$ cat config.mk
export PLATFORM = sky130hd
export DESIGN_NAME = shift_result_buffer
export DESIGN_NICKNAME = d
export VERILOG_FILES = /design/src/rtl/shift_result_buffer.sv
export SDC_FILE = /design/constraint.sdc
export NUM_CORES = 1
export LEC_CHECK = 0
export BUFFER_PORTS_ARGS = -buffer_cell sky130_fd_sc_hd__buf_2
export CORE_MARGIN = 2
export CORE_UTILIZATION = 24
export CTS_CLUSTER_DIAMETER = 200
export DETAILED_ROUTE_END_ITERATION = 8
export HOLD_SLACK_MARGIN = 0.08
export PLACE_DENSITY_LB_ADDON = 0.08
export RECOVER_POWER = 100
export SLEW_MARGIN = 40
export SYNTH_ARGS = -nofsm -noshare
export SYNTH_HDL_FRONTEND = slang
export SYNTH_SLANG_ARGS = --single-unit
$ cat constraint.sdc
create_clock -name clk -period 3.16 [get_ports clk]
set_input_delay 0.316 -clock clk [delete_from_list [all_inputs] [get_ports clk]]
set_output_delay 0.316 -clock clk [all_outputs]
set_load 0.05 [all_outputs]
$ cat src/rtl/shift_result_buffer.sv
`default_nettype none
// ============================================================================
// Module      : shift_result_buffer
// Description : Registered FIFO stage behind the SLL shifter. Tags each result
//               with an illegal-operation flag and hands it to writeback over a
//               valid/ready handshake. Optional macro SHIFT_BUF_ZERO_FLAG_EN
//               adds a per-entry out_zero flag.
// Revision    : 1.0 - initial release
// ============================================================================
module shift_result_buffer #(
    parameter int         DEPTH    = 4,
    parameter int         PTR_W    = 2,
    parameter logic [5:0] SLL_CODE = 6'b000000
) (
    input  logic             clk,
    input  logic             rst_n,
    input  logic             in_valid,
    output logic             in_ready,
    input  logic [31:0]      in_data,
    input  logic [5:0]       in_signal,
    input  logic [26:0]      in_shamt_hi,
    output logic             out_valid,
    input  logic             out_ready,
    output logic [31:0]      out_data,
    output logic [5:0]       out_signal,
    output logic             out_err,
`ifdef SHIFT_BUF_ZERO_FLAG_EN
    output logic             out_zero,
`endif
    output logic [PTR_W:0]   count,
    output logic             overflow_sticky
);

    localparam logic [PTR_W:0] c_FULL_COUNT = (PTR_W+1)'(DEPTH);

    logic [31:0]      r_dataMem [DEPTH];
    logic [5:0]       r_signalMem [DEPTH];
    logic             r_errMem [DEPTH];
    logic [PTR_W-1:0] r_rdPtr;
    logic [PTR_W-1:0] r_wrPtr;
    logic [PTR_W:0]   r_count;
    logic             r_overflow;

    logic w_push;
    logic w_pop;
    logic w_notEmpty;
    logic w_inErr;

    assign w_notEmpty = (r_count != '0);
    assign in_ready   = (r_count != c_FULL_COUNT) | out_ready;
    assign out_valid  = w_notEmpty;
    assign w_push     = in_valid & in_ready;
    assign w_pop      = w_notEmpty & out_ready;
    assign w_inErr    = (in_signal != SLL_CODE) | (in_shamt_hi != '0);

    // Head is read straight from storage; gating with occupancy gives zeroed
    // outputs out of reset without clearing the storage array.
    assign out_data   = w_notEmpty ? r_dataMem[r_rdPtr]   : '0;
    assign out_signal = w_notEmpty ? r_signalMem[r_rdPtr] : '0;
    assign out_err    = w_notEmpty ? r_errMem[r_rdPtr]    : 1'b0;

    assign count           = r_count;
    assign overflow_sticky = r_overflow;

    always_ff @(posedge clk) begin
        if (w_push) begin
            r_dataMem[r_wrPtr]   <= in_data;
            r_signalMem[r_wrPtr] <= in_signal;
            r_errMem[r_wrPtr]    <= w_inErr;
        end
    end

    always_ff @(posedge clk or negedge rst_n) begin
        if (!rst_n) begin
            r_rdPtr    <= '0;
            r_wrPtr    <= '0;
            r_count    <= '0;
            r_overflow <= 1'b0;
        end else begin
            if (w_push) begin
                r_wrPtr <= r_wrPtr + 1'b1;
            end
            if (w_pop) begin
                r_rdPtr <= r_rdPtr + 1'b1;
            end
            if (w_push && !w_pop) begin
                r_count <= r_count + 1'b1;
            end else if (w_pop && !w_push) begin
                r_count <= r_count - 1'b1;
            end
            if (in_valid && !in_ready) begin
                r_overflow <= 1'b1;
            end
        end
    end

`ifdef SHIFT_BUF_ZERO_FLAG_EN
    logic r_zeroMem [DEPTH];

    always_ff @(posedge clk) begin
        if (w_push) begin
            r_zeroMem[r_wrPtr] <= (in_data == '0);
        end
    end

    assign out_zero = w_notEmpty ? r_zeroMem[r_rdPtr] : 1'b0;
`endif

endmodule
`default_nettype wire

Yosys cells after proc, flatten, opt, wreduce, memory -nomap -nowiden:

Memories as Yosys holds them, arrays and structs flattened.
Cells that the tools add are included.

* output and inout port bits: 45
* bits in writable memories: 156
* word-level logic and storage cells: 33
* register bits after elaboration: 8
* input port bits: 69
* memories kept: 3

* bitwise logic cells: 4
* muxes and demuxes: 7
* add/subtract/negate cells: 4
* equal/unequal tests: 1
* reductions and logical operators: 10

Memory list
* r_dataMem: words 4, bits a word 32, read ports 1, clocked after memory_dff 0, wr ports 1, RTL line 36 `logic [31:0] r_dataMem [DEPTH];`
* r_signalMem: words 4, bits a word 6, read ports 1, clocked after memory_dff 0, wr ports 1, RTL line 37 `logic [5:0] r_signalMem [DEPTH];`
* r_errMem: words 4, bits a word 1, read ports 1, clocked after memory_dff 0, wr ports 1, RTL line 38 `logic r_errMem [DEPTH];`

Operator list (count)
* two-way mux 32 bit: 1
* nonzero test 27 bit: 1
* two-way mux 3 bit: 2
* two-way mux 6 bit: 1
* nonzero test 6 bit: 1
* adder 2 x 1 -> 2 bit (second input constant): 2
* adder 3 x 1 -> 3 bit (second input constant): 1
* logical AND 1 bit: 3
* logical NOT 1 bit: 3
* two-way mux 1 bit: 3
* != test 3 bit (second input constant): 1
* nonzero test 3 bit: 1
* subtractor 3 x 1 -> 3 bit (second input constant): 1
* AND 1 bit: 2
* OR 1 bit: 2
* nonzero test 2 bit: 1

Depth between registers and ports, before layout:

* depth after elaboration: 7
* depth in mapped cells: 9
* gate-level depth less buffers: 8

Worst setup path before layout:

Ideal clock, no wire load.

* path kind: flip-flop to output port
* from: reg r_count[0], in the netlist count[0]
* to: out out_data[27]
* buffers on the path: 2
* cell stages (with the launch flop): 5
* slack: 0.642 ns
* arrival time: 2.202 ns
* required time: 2.844 ns
* cell sequence: dfrtp_1 or3_1 clkbuf_1 clkbuf_1 and2_1

* cells in the longest elaborated chain, start to end: 2

RTL lines
* from (decl): RTL line 41 `logic [PTR_W:0] r_count;`
* from (signal assigned): RTL line 87 `r_count <= r_count + 1'b1;`
* from (signal assigned): RTL line 89 `r_count <= r_count - 1'b1;`
* nonzero test 3 bit: RTL line 49 `assign w_notEmpty = (r_count != '0);`
* via out_valid: RTL line 22 `output logic out_valid,`
* two-way mux 32 bit: RTL line 58 `assign out_data = w_notEmpty ? r_dataMem[r_rdPtr] : '0;`
* to (decl): RTL line 24 `output logic [31:0] out_data,`

The timed path passes the listed nets, and every way through them passes these cells.

Final worst setup path:

* from: reg r_rdPtr[0]
* to: out out_signal[4]

* cells in the longest elaborated chain, start to end: 2

RTL lines
* from (decl): RTL line 39 `logic [PTR_W-1:0] r_rdPtr;`
* from (signal assigned): RTL line 84 `r_rdPtr <= r_rdPtr + 1'b1;`
* memory read (4 x 6 bit)
* two-way mux 6 bit: RTL line 59 `assign out_signal = w_notEmpty ? r_signalMem[r_rdPtr] : '0;`
* to (decl): RTL line 25 `output logic [5:0] out_signal,`

Every way passes these cells.

==> results.ini <==
[yosys]
synth.most_common_cell=edfxtp_1
synth-main-ff-cell=edfxtp_1
synthTopCellsByCount=edfxtp_1 (156), and2_1 (43), mux4_2 (38)
yosysTopAreaCellShare_pct=72.4
synthSimpleGateAreaFrac_pct=6.04
synth_area_leader_cell=edfxtp_1
synth_area_per_cell_sq_um=21.7
synth_compound_area_share_pct=0.116
syn_nets=373
synthXorXnorAreaFrac_pct=0.813
syn_inst=298
synth_cell_types=25
synth.area.mux_share_pct=14.0
synth_warnings=0
synth_area_leaders=edfxtp_1 (72%), mux4_2 (13%), and2_1 (4.2%)
synthesis.area_sq_um=6470
ys_seq_area_share_pct=75.5
synth_top_family_by_area=multiplexers
synth-seq-cells=164
synthArstFlopShare_pct=4.88
synth_adder_area_share_pct=1.28
synth_edf_count=156

[detailed_routing]
firstDrtPassIters=4
drc=0
vias=3223
wire_per_inst_microns=18.5
drt_iter0_drc=179
antenna_left=0
vias_per_cell=4.13
totalWireLength_mm=14.5

[grt]
antenna_found_initial=0
grt_pass1_wl_mm=21.6
top_usage_layer=met2
first_global_vias=3464
grt_max_degree=42
grt_use_met2_pct=18.2
use_met1_pct=13.3
grtUsageTotal_pct=10.7
use_met3_pct=2.77
overflow=0

[final_layout]
filler_cell_count=2667
seq_area_sq_um=4890
diodes=0
drive_gt1_share_pct=30.3
nNetsFinal=501
area_growth_pct=22.5
multi_input_area_sq_um=1430

[power]
switching_power_mw=3.70
ir_worst_vdd_v=0.000334
internal_power_mw=5.03
p_leak_nw=2.59
switching_share_pct=42.3
pwr_density_cell_nw_per_um2=1100
power_frac_comb_pct=41.6
p_clk_share_pct=22.4
finalPower_mw=8.73
seq_power_share_pct=36.0

[floorplanning]
rows=60
io_pins=114
core_sq_um=26700
die_y_microns=168
die_area_sq_um=28300
initial_core_util_pct=24.2
fp.dieW_microns=168

[outcome]
outcome=finished clean

[setup_path]
ff2ff_path_depth=4
cp-start-kind=flip-flop
cp_data_arrival_time_ns=2.43
reg2reg_setup_slack_ns=0.42
r2r-start=count[2]
worst-setup-path-type=reg2out
path_max_fanout=21
endpoint_kind=primary output
cp.required_ns=2.84
r2r-end=r_dataMem[3][8]

[sta]
rsz0062_at_grt=false
final_hold_viol_count=0
min_period_over_period_pct=86.9
finalSetupTns_ns=0
setup-violations-final=0
slew_viol_final=0
max_clock_freq_ghz=0.364
worst_pin_slew_ns=1.05
min_period_ns=2.75
relSlewSlack_pct=29.8
skew_ns=0.0104

[run]
maxCapViolCount=0

[clocking]
clock_latency_ns=0.42
htree_num_levels=4
postCtsSetupBuffers=0
numCtsBuffers=17
cts_root_buf=clkbuf_16
cts-resized-gates=0
cts.path.max_buffers=2
path_clk_slew_ns=0.07
cts_tree=yes
cts_sinks=164

[hold_path]
hold_path_startpoint=in_valid
whs_path_depth=2
hold_path_class=in2reg
hold_end=overflow_sticky

[place]
io_buffers=113
dp_hpwl_mm=8.69
place.gp.congestion=0.627

[worst max-delay path, stage by stage (launching register included)]
cell      delay (ns)
dfrtp_4         0.73
buf_4           0.32
mux4_2          0.54
and2_1          0.17
clkbuf_2        0.23
[registers in the layout, indices dropped and copies added (netlist names)]
signal	flops
r_rdPtr	2
r_signalMem	24
r_errMem	4
count	3
r_dataMem	128
overflow_sticky	1
r_wrPtr	2
[cell families after synthesis]
group / Yosys count
flip-flops: 164
adder cells (fa/ha/maj): 6
multiplexers: 41
buffers and inverters: 19
AO/OA/AOI/OAI: 1
AND/OR/NAND/NOR: 61
XOR/XNOR: 6
[metrics by stage]
| step | hold WS, ns | util [%] | cells | setup WS (ns) | instance area (sq um) |
|---|---|---|---|---|---|
| global placement | 0.180 | 28.0 | 746 | 0.799 | 7470 |
| floorplan | 0.0204 | - | 298 | 0.642 | 6470 |
| detailed placement | 0.181 | 28.0 | 746 | 0.818 | 7470 |
| CTS | 0.0846 | 30.1 | 780 | 0.348 | 8050 |
| finish | 0.119 | 29.6 | 780 | 0.414 | 7920 |
| global route | 0.119 | 29.6 | 780 | 0.152 | 7920 |
[layout by cell type, fill, tap and decap left out, types with 3 or more instances in the layout]
cell and instances:
clkinv_4 3, dfrtp_1 6, mux4_2 38, xnor2_1 4, clkbuf_16 17, inv_8 4, buf_2 42, clkbuf_1 65
edfxtp_1 156, and2_0 13, and2_1 29, ha_1 5, nor4_1 7, clkbuf_2 8, inv_6 6, inv_1 4
buf_12 3
[how the worst max path moves through the flow]
stage                        to       start  cells after the start
2_1_floorplan      out_data[27]    count[0]                      4
3_3_place_gp      out_signal[2]  r_rdPtr[0]                      4
3_5_place_dp      out_signal[2]  r_rdPtr[0]                      4
4_1_cts           out_signal[2]  r_rdPtr[0]                      4
5_1_grt        r_dataMem[3][14]    count[2]                      4
6_report          out_signal[4]  r_rdPtr[0]                      4
[cell type report]
| cell class | count | area share (%) |
|---|---|---|
| flip-flops and latches | 164 | 61.7 |
| multi-input cells | 115 | 18.0 |
| repair buffers | 124 | 7.63 |
| well taps | 341 | 5.39 |
| clock buffers | 17 | 5.37 |
| clock inverters | 15 | 1.72 |
| inverters | 4 | 0.190 |
[repair_timing]
item | in CTS | in global routing
endpoints found under the hold margin | 11 | 0
hold buffers | 2 | 0
endpoints found under the setup margin | 0 | 0
[power by group through the flow]
stage | clock network [mW] | logic, mW | registers (mW)
finish | 1.96 | 3.63 | 3.14
global placement | 0 | 3.84 | 3.20
detailed placement | 0 | 3.84 | 3.20
CTS | 2.04 | 3.85 | 3.16
floorplan | 0 | 2.93 | 3.11
global route | 2.12 | 3.88 | 3.20
[routing by layer]
metal / vias up / share of wire (%)
li1: 1457 / -
met1: 1662 / 44
met2: 91 / 51
met3: 13 / 4.1
met4: 0 / 1.2
met5: - / 0
(Power assumes the default switching activity.)
